File: config.mk
export PLATFORM = sky130hd
export DESIGN_NAME = switch_debouncer
export DESIGN_NICKNAME = d
export VERILOG_FILES = /design/src/rtl/switch_debouncer.sv
export SDC_FILE = /design/constraint.sdc
export NUM_CORES = 1
export LEC_CHECK = 0
export CORE_ASPECT_RATIO = 1.5
export CORE_UTILIZATION = 55
export CTS_BUF_LIST = sky130_fd_sc_hd__clkbuf_4 sky130_fd_sc_hd__clkbuf_8
export DETAILED_ROUTE_END_ITERATION = 8
export GPL_TIMING_DRIVEN = 0
export PLACE_DENSITY = 0.76
export REMOVE_ABC_BUFFERS = 1
export SKIP_LAST_GASP = 1
export SYNTH_ARGS = -nofsm -noshare
export SYNTH_HDL_FRONTEND = slang
export SYNTH_SLANG_ARGS = --single-unit
File: constraint.sdc
create_clock -name clk -period 1.8 [get_ports clk]
set_input_delay 0.27 -clock clk [delete_from_list [all_inputs] [get_ports clk]]
set_output_delay 0.27 -clock clk [all_outputs]
set_load 0.005 [all_outputs]
File: src/rtl/switch_debouncer.sv
// Synchronises and debounces the five raw slide-switch lanes feeding the gate-select mux.
// Also produces a one-cycle change pulse and a settled flag for logging and display logic.
module switch_debouncer #(
    parameter int DEBOUNCE_CYCLES = 50000
) (
    input  logic       clk,
    input  logic       rst,
    input  logic       raw_sw0,
    input  logic       raw_sw1,
    input  logic [2:0] raw_select,
    output logic       sw0,
    output logic       sw1,
    output logic [2:0] select,
    output logic       changed,
    output logic       settled
);

    localparam int LANES = 5;
    localparam int CNT_W = $clog2(DEBOUNCE_CYCLES);
    localparam logic [CNT_W-1:0] CNT_MAX = CNT_W'(DEBOUNCE_CYCLES - 1);

    logic [LANES-1:0] raw_vec;
    logic [LANES-1:0] s1_reg;
    logic [LANES-1:0] s2_reg;
    logic [LANES-1:0] stable_vec;
    logic [LANES-1:0] stable_next_vec;
    logic [LANES-1:0] update_vec;
    logic             changed_reg;
    logic             settled_reg;
    logic             settled_next;

    assign raw_vec = {raw_select, raw_sw1, raw_sw0};

    always_ff @(posedge clk) begin
        if (rst) begin
            s1_reg <= '0;
            s2_reg <= '0;
        end else begin
            s1_reg <= raw_vec;
            s2_reg <= s1_reg;
        end
    end

    genvar gi;
    generate
        for (gi = 0; gi < LANES; gi++) begin : g_lane
            logic [CNT_W-1:0] cnt_reg;
            logic [CNT_W-1:0] cnt_next;
            logic             stable_reg;
            logic             stable_next;
            logic             update;

            // Any sample matching the accepted level restarts the run count.
            always_comb begin
                cnt_next    = cnt_reg;
                stable_next = stable_reg;
                update      = 1'b0;
                if (s2_reg[gi] == stable_reg) begin
                    cnt_next = '0;
                end else if (cnt_reg == CNT_MAX) begin
                    stable_next = s2_reg[gi];
                    cnt_next    = '0;
                    update      = 1'b1;
                end else begin
                    cnt_next = cnt_reg + 1'b1;
                end
            end

            always_ff @(posedge clk) begin
                if (rst) begin
                    cnt_reg    <= '0;
                    stable_reg <= 1'b0;
                end else begin
                    cnt_reg    <= cnt_next;
                    stable_reg <= stable_next;
                end
            end

            assign stable_vec[gi]      = stable_reg;
            assign stable_next_vec[gi] = stable_next;
            assign update_vec[gi]      = update;
        end
    endgenerate

    // Compare against the post-edge stable value so settled rises together with the output.
    assign settled_next = (s2_reg == stable_next_vec);

    always_ff @(posedge clk) begin
        if (rst) begin
            changed_reg <= 1'b0;
            settled_reg <= 1'b1;
        end else begin
            changed_reg <= |update_vec;
            settled_reg <= settled_next;
        end
    end

    assign sw0     = stable_vec[0];
    assign sw1     = stable_vec[1];
    assign select  = stable_vec[4:2];
    assign changed = changed_reg;
    assign settled = settled_reg;

endmodule

## Word-level counts from Yosys, hierarchy flattened

Index checks and enable logic that the tools add are counted.

| storage, ports and cells | value |
|---|---|
| flip-flop bits (word level) | 97 |
| bits of input ports | 7 |
| output and inout bits | 7 |
| logic and storage cells | 56 |

| operators by class | value |
|---|---|
| $add $sub $neg | 5 |
| equal/unequal tests | 11 |
| mux-type cells | 20 |
| reduce and logical (&&, ||, !) cells | 6 |

Operator list:

| cell | count |
|---|---|
| adder 16 x 1 -> 16 bit, second input constant | 5 |
| == test 16 bit, second input constant | 5 |
| two-way mux 1 bit | 20 |
| OR reduction 3 bit | 5 |
| == test 1 bit | 5 |
| == test 5 bit | 1 |
| OR reduction 5 bit | 1 |

## Longest topological paths before layout

| depth | value |
|---|---|
| depth after elaboration | 4 |
| depth in mapped cells | 7 |
| depth with buffers taken out | 5 |

## Least setup slack after synthesis

No wires, ideal clock.

| timing | value |
|---|---|
| path kind | reg-to-reg |
| start | register g_lane[1].cnt_reg[11] |
| end | register g_lane[1].cnt_reg[10] |
| setup time | 115 ps |
| data arrival time | 1652 ps |
| required time | 1685 ps |
| setup slack | 33 ps |
| cell stages (with the launch flop) | 7 |
| buffers on the path | 2 |
| period minus slack after synthesis | 1767 ps |
| path through | dfxtp_1 or4b_4 nor4_4 or3b_1 buf_4 buf_6 nor2_1 |

| on the way | value |
|---|---|
| cells in the longest elaborated chain, start to end | 2 |

Ends and longest elaborated chain:

| what | line | RTL |
|---|---|---|
| from (decl) | 47 | `logic [CNT_W-1:0] cnt_reg;` |
| from (signal assigned) | 74 | `cnt_reg <= cnt_next;` |
| == test 16 bit | 60 | `end else if (cnt_reg == CNT_MAX) begin` |
| OR reduction 3 bit (no line) | - |  |

Every way passes these cells.
A chain may end at the register's enable or synchronous reset.

## Worst setup path in the final report

| timing | value |
|---|---|
| start | register g_lane[1].cnt_reg[12] |
| end | register g_lane[1].cnt_reg[13] |

| on the way | value |
|---|---|
| cells in the longest elaborated chain, start to end | 2 |
| elaborated cells on any way between the ends | 3 |
| classes of those cells | add/sub (1); eq/ne (1); reduce/logical (1) |

Ends and longest elaborated chain:

| what |
|---|
| branches (longest 2 deep; another with adder 16 x 1 -> 16 bit) |

Parallel ways; which one is timed is not known.

==> impl_metrics.xml <==
<?xml version="1.0" encoding="UTF-8"?>
<metrics>
  <group name="run_status">
    <metric name="run_status" unit="">finished, violations left</metric>
    <metric name="violations_in_the_final_reports" unit="">negative setup slack</metric>
  </group>
  <group name="clock_tree">
    <metric name="clock_path_buffers" unit="">2</metric>
    <metric name="cts-hold-fix-buffers" unit="">0</metric>
    <metric name="clkTransAtPathRegs" unit="ns">0.09</metric>
    <metric name="cts.sink_count" unit="">97</metric>
    <metric name="numCtsBuffers" unit="">9</metric>
    <metric name="clk_root_buffer_cell" unit="">clkbuf_8</metric>
    <metric name="clock_insertion_delay_worst_skew" unit="ns">0.37</metric>
    <metric name="tritoncts" unit="">done</metric>
    <metric name="cts-htree-levels" unit="">3</metric>
  </group>
  <group name="grt">
    <metric name="grt_pass1_wl" unit="µm">12700</metric>
    <metric name="global_route.usage.total" unit="%">20.5</metric>
    <metric name="grt_antenna_before_repair" unit="">0</metric>
    <metric name="grt_max_degree" unit="">24</metric>
    <metric name="first_global_vias" unit="">2941</metric>
    <metric name="globalRouteOverflowTotal" unit="">0</metric>
  </group>
  <group name="floorplanning">
    <metric name="initial_utilization" unit="%">57.9</metric>
    <metric name="floorplan.die.width" unit="µm">73.7</metric>
    <metric name="die_area" unit="mm²">0.00807</metric>
    <metric name="core_area" unit="mm²">0.00732</metric>
    <metric name="die_height" unit="µm">110</metric>
    <metric name="top_level_ports" unit="">14</metric>
    <metric name="row_count" unit="">38</metric>
  </group>
  <group name="layout">
    <metric name="antenna-diode-count" unit="">0</metric>
    <metric name="syn_to_final_growth" unit="%">16.2</metric>
    <metric name="fillers" unit="">624</metric>
    <metric name="final_layout_size_suffix_gt1_share" unit="%">19.8</metric>
    <metric name="largest_register_ff_count" unit="">80</metric>
    <metric name="finalNetCount" unit="">496</metric>
  </group>
  <group name="power">
    <metric name="switching_share_of_power" unit="%">22.0</metric>
    <metric name="irDropWorstVdd" unit="mV">0.639</metric>
    <metric name="comb_power_share" unit="%">2.0</metric>
    <metric name="power.share.clock" unit="%">39.3</metric>
    <metric name="p_int" unit="mW">2.87</metric>
    <metric name="pwr_density_cell" unit="mW/mm²">747</metric>
    <metric name="power.leakage" unit="nW">1.52</metric>
    <metric name="fin_total_pwr" unit="mW">3.68</metric>
    <metric name="power.share.sequential" unit="%">58.7</metric>
    <metric name="power.switching" unit="µW">809</metric>
  </group>
  <group name="sta">
    <metric name="final-hold-violation-count" unit="">0</metric>
    <metric name="tightestPinTransition" unit="ns">0.940</metric>
    <metric name="skew" unit="ns">0.0107</metric>
    <metric name="post_route_setup_slack" unit="ns">-0.0432</metric>
    <metric name="max_slew_margin" unit="%">37.2</metric>
    <metric name="layout_worst_path_cycle_share" unit="%">102</metric>
    <metric name="layout_min_cycle_time" unit="ns">1.84</metric>
    <metric name="setup_tns" unit="ns">-0.201</metric>
    <metric name="grt_setup_unrepaired" unit="">yes</metric>
    <metric name="fmax" unit="GHz">0.543</metric>
    <metric name="drv_slew" unit="">0</metric>
    <metric name="setup-violations-final" unit="">11</metric>
  </group>
  <group name="placed_design">
    <metric name="globalplace.congestion" unit="">0.784</metric>
    <metric name="port-buffer-count" unit="">13</metric>
    <metric name="hpwlAfterDp" unit="µm">4880</metric>
  </group>
  <group name="setup_path">
    <metric name="worst_setup_path_end_kind" unit="">flip-flop</metric>
    <metric name="crit_path_start_kind" unit="">flip-flop</metric>
    <metric name="critPathKind" unit="">reg2reg</metric>
    <metric name="cp_max_fo" unit="">8</metric>
    <metric name="cp_data_required_time" unit="ns">2.06</metric>
    <metric name="crit_arrival" unit="ns">2.11</metric>
  </group>
  <group name="detailed_routing">
    <metric name="vias" unit="">3225</metric>
    <metric name="routed_via_density" unit="">5.48</metric>
    <metric name="dr.first_iter.drc_count" unit="">132</metric>
    <metric name="wl_per_cell" unit="µm">13.7</metric>
    <metric name="detail-route-antenna-nets" unit="">0</metric>
    <metric name="number_of_iterations_in_the_first_detailed_routing_pass" unit="">4</metric>
    <metric name="detail_route.wirelength" unit="µm">8050</metric>
    <metric name="detail_route.drc_violations" unit="">0</metric>
  </group>
  <group name="synthesis">
    <metric name="synth.area.top_cells" unit="">dfxtp_1 (46%), xnor2_1 (8.5%), nor2_1 (7.1%)</metric>
    <metric name="postSynthRegisterBits" unit="">97</metric>
    <metric name="synth_warnings" unit="">0</metric>
    <metric name="async_s_r_ff_share_synth" unit="%">0</metric>
    <metric name="synthDominantCellAreaShare" unit="%">45.8</metric>
    <metric name="synthTopCellsByCount" unit="">dfxtp_1 (97), nor2_1 (80), xnor2_1 (41)</metric>
    <metric name="synthesis.area" unit="mm²">0.00424</metric>
    <metric name="postSynthCellCount" unit="">458</metric>
    <metric name="proportion_of_synthesized_chip_area_in_sequential_cells" unit="%">45.8</metric>
    <metric name="synthMostInstantiatedCell" unit="">dfxtp_1</metric>
    <metric name="synthFlopType" unit="">dfxtp_1</metric>
    <metric name="synth_enable_flop_cells" unit="">0</metric>
    <metric name="post_synth.cell_area_avg" unit="µm²">9.25</metric>
    <metric name="netlist.top_cell.by_area" unit="">dfxtp_1</metric>
    <metric name="synth_unique_cells" unit="">43</metric>
  </group>
  <group name="min_path">
    <metric name="worst_hold_path_type" unit="">in2reg</metric>
  </group>
  <group name="job">
    <metric name="drv_cap" unit="">0</metric>
  </group>
</metrics>
worst max-delay path, cell delays in order, from the launching register on:
cell and delay [ns]:
dfxtp_4 0.36, or4b_4 0.57, nor4_4 0.44, or3b_4 0.30, nor2_1 0.07
layout by cell type, fill, tap and decap left out, types with 7 or more instances in the layout:
cell and n:
a21oi_1 15, and4_1 7, buf_4 13, clkbuf_8 10, clkdlybuf4s50_1 12, dfxtp_1 79
dfxtp_2 11, dfxtp_4 7, inv_1 15, nand2_1 17, nand3_1 27, nand4_1 17
nor2_1 63, nor2_2 17, nor2b_1 10, nor3_1 10, nor4_1 8, o21ai_0 10
or3_1 10, xnor2_1 41, xor2_1 23
metrics by stage:
stage	cells	utilization (%)	hold slack [ns]	setup WS (ns)	cell area (µm²)
6_report	589	67.2	0.441	-0.0432	4920
5_1_grt	589	67.2	0.443	-0.123	4920
4_1_cts	581	64.3	0.427	-0.0572	4710
3_5_place_dp	557	59.8	0.432	-0.332	4380
3_3_place_gp	557	59.8	0.416	-0.280	4380
2_1_floorplan	444	-	0.339	-0.0153	4120
timing repair:
action | in CTS | in global routing
setup buffers | 7 | 7
pin swaps | 9 | 33
setup endpoints to repair | 83 | 85
resized for setup | 24 | 47
cloned | 1 | 1
power by group through the flow:
stage	combinational [mW]	sequential [mW]	clock (mW)
final	0.0751	2.16	1.44
after global routing	0.0824	2.16	1.55
after CTS	0.0668	2.16	1.47
after detailed placement	0.0633	2.22	0
after global placement	0.0617	2.22	0
after floorplan	0.0323	2.22	0
per-layer routing:
layer  routed length (µm)  GRT usage [%]  up-vias
li1                     -              -     1640
met1                 3550           23.6     1527
met2                 4110           35.0       41
met3                  184           4.31       17
met4                  206           10.9        0
met5                    0              0        -
worst paths after layout:
kind | startpoint | to | slack (ns) | cells past startpoint
min reg2reg | s1_reg[0]$_SDFF_PP0_ | s2_reg[0]$_SDFF_PP0_ | 0.44 | 1
max | g_lane[1].cnt_reg[12]$_SDFF_PP0_ | g_lane[1].cnt_reg[13]$_SDFF_PP0_ | -0.04 | 4
max reg2reg | g_lane[1].cnt_reg[12]$_SDFF_PP0_ | g_lane[1].cnt_reg[13]$_SDFF_PP0_ | -0.04 | 4
min | raw_select[1] | s1_reg[3]$_SDFF_PP0_ | 0.44 | 2
area by class of cell:
cell class / instances / area, µm² / area share (%)
multi-input cells: 334 / 2310 / 47.0
flip-flops and latches: 97 / 1980 / 40.3
repair buffers: 27 / 241 / 4.90
clock buffers: 10 / 138 / 2.80
well taps: 100 / 125 / 2.54
clock inverters: 6 / 67.6 / 1.37
inverters: 15 / 56.3 / 1.14
logic make-up (layout without fill, tap and decap cells):
logic type / count (synthesis) / after routing / share of synthesized area [%]
simple gates: 223 / 225 / 29.2
flops: 97 / 97 / 45.8
xor+xnor: 64 / 64 / 13.2
compound gates: 37 / 37 / 5.52
buf+inv: 29 / 58 / 4.07
fa+ha+maj: 5 / 5 / 1.48
mux: 3 / 3 / 0.709
No activity file was read; power rests on OpenSTA's default activity.
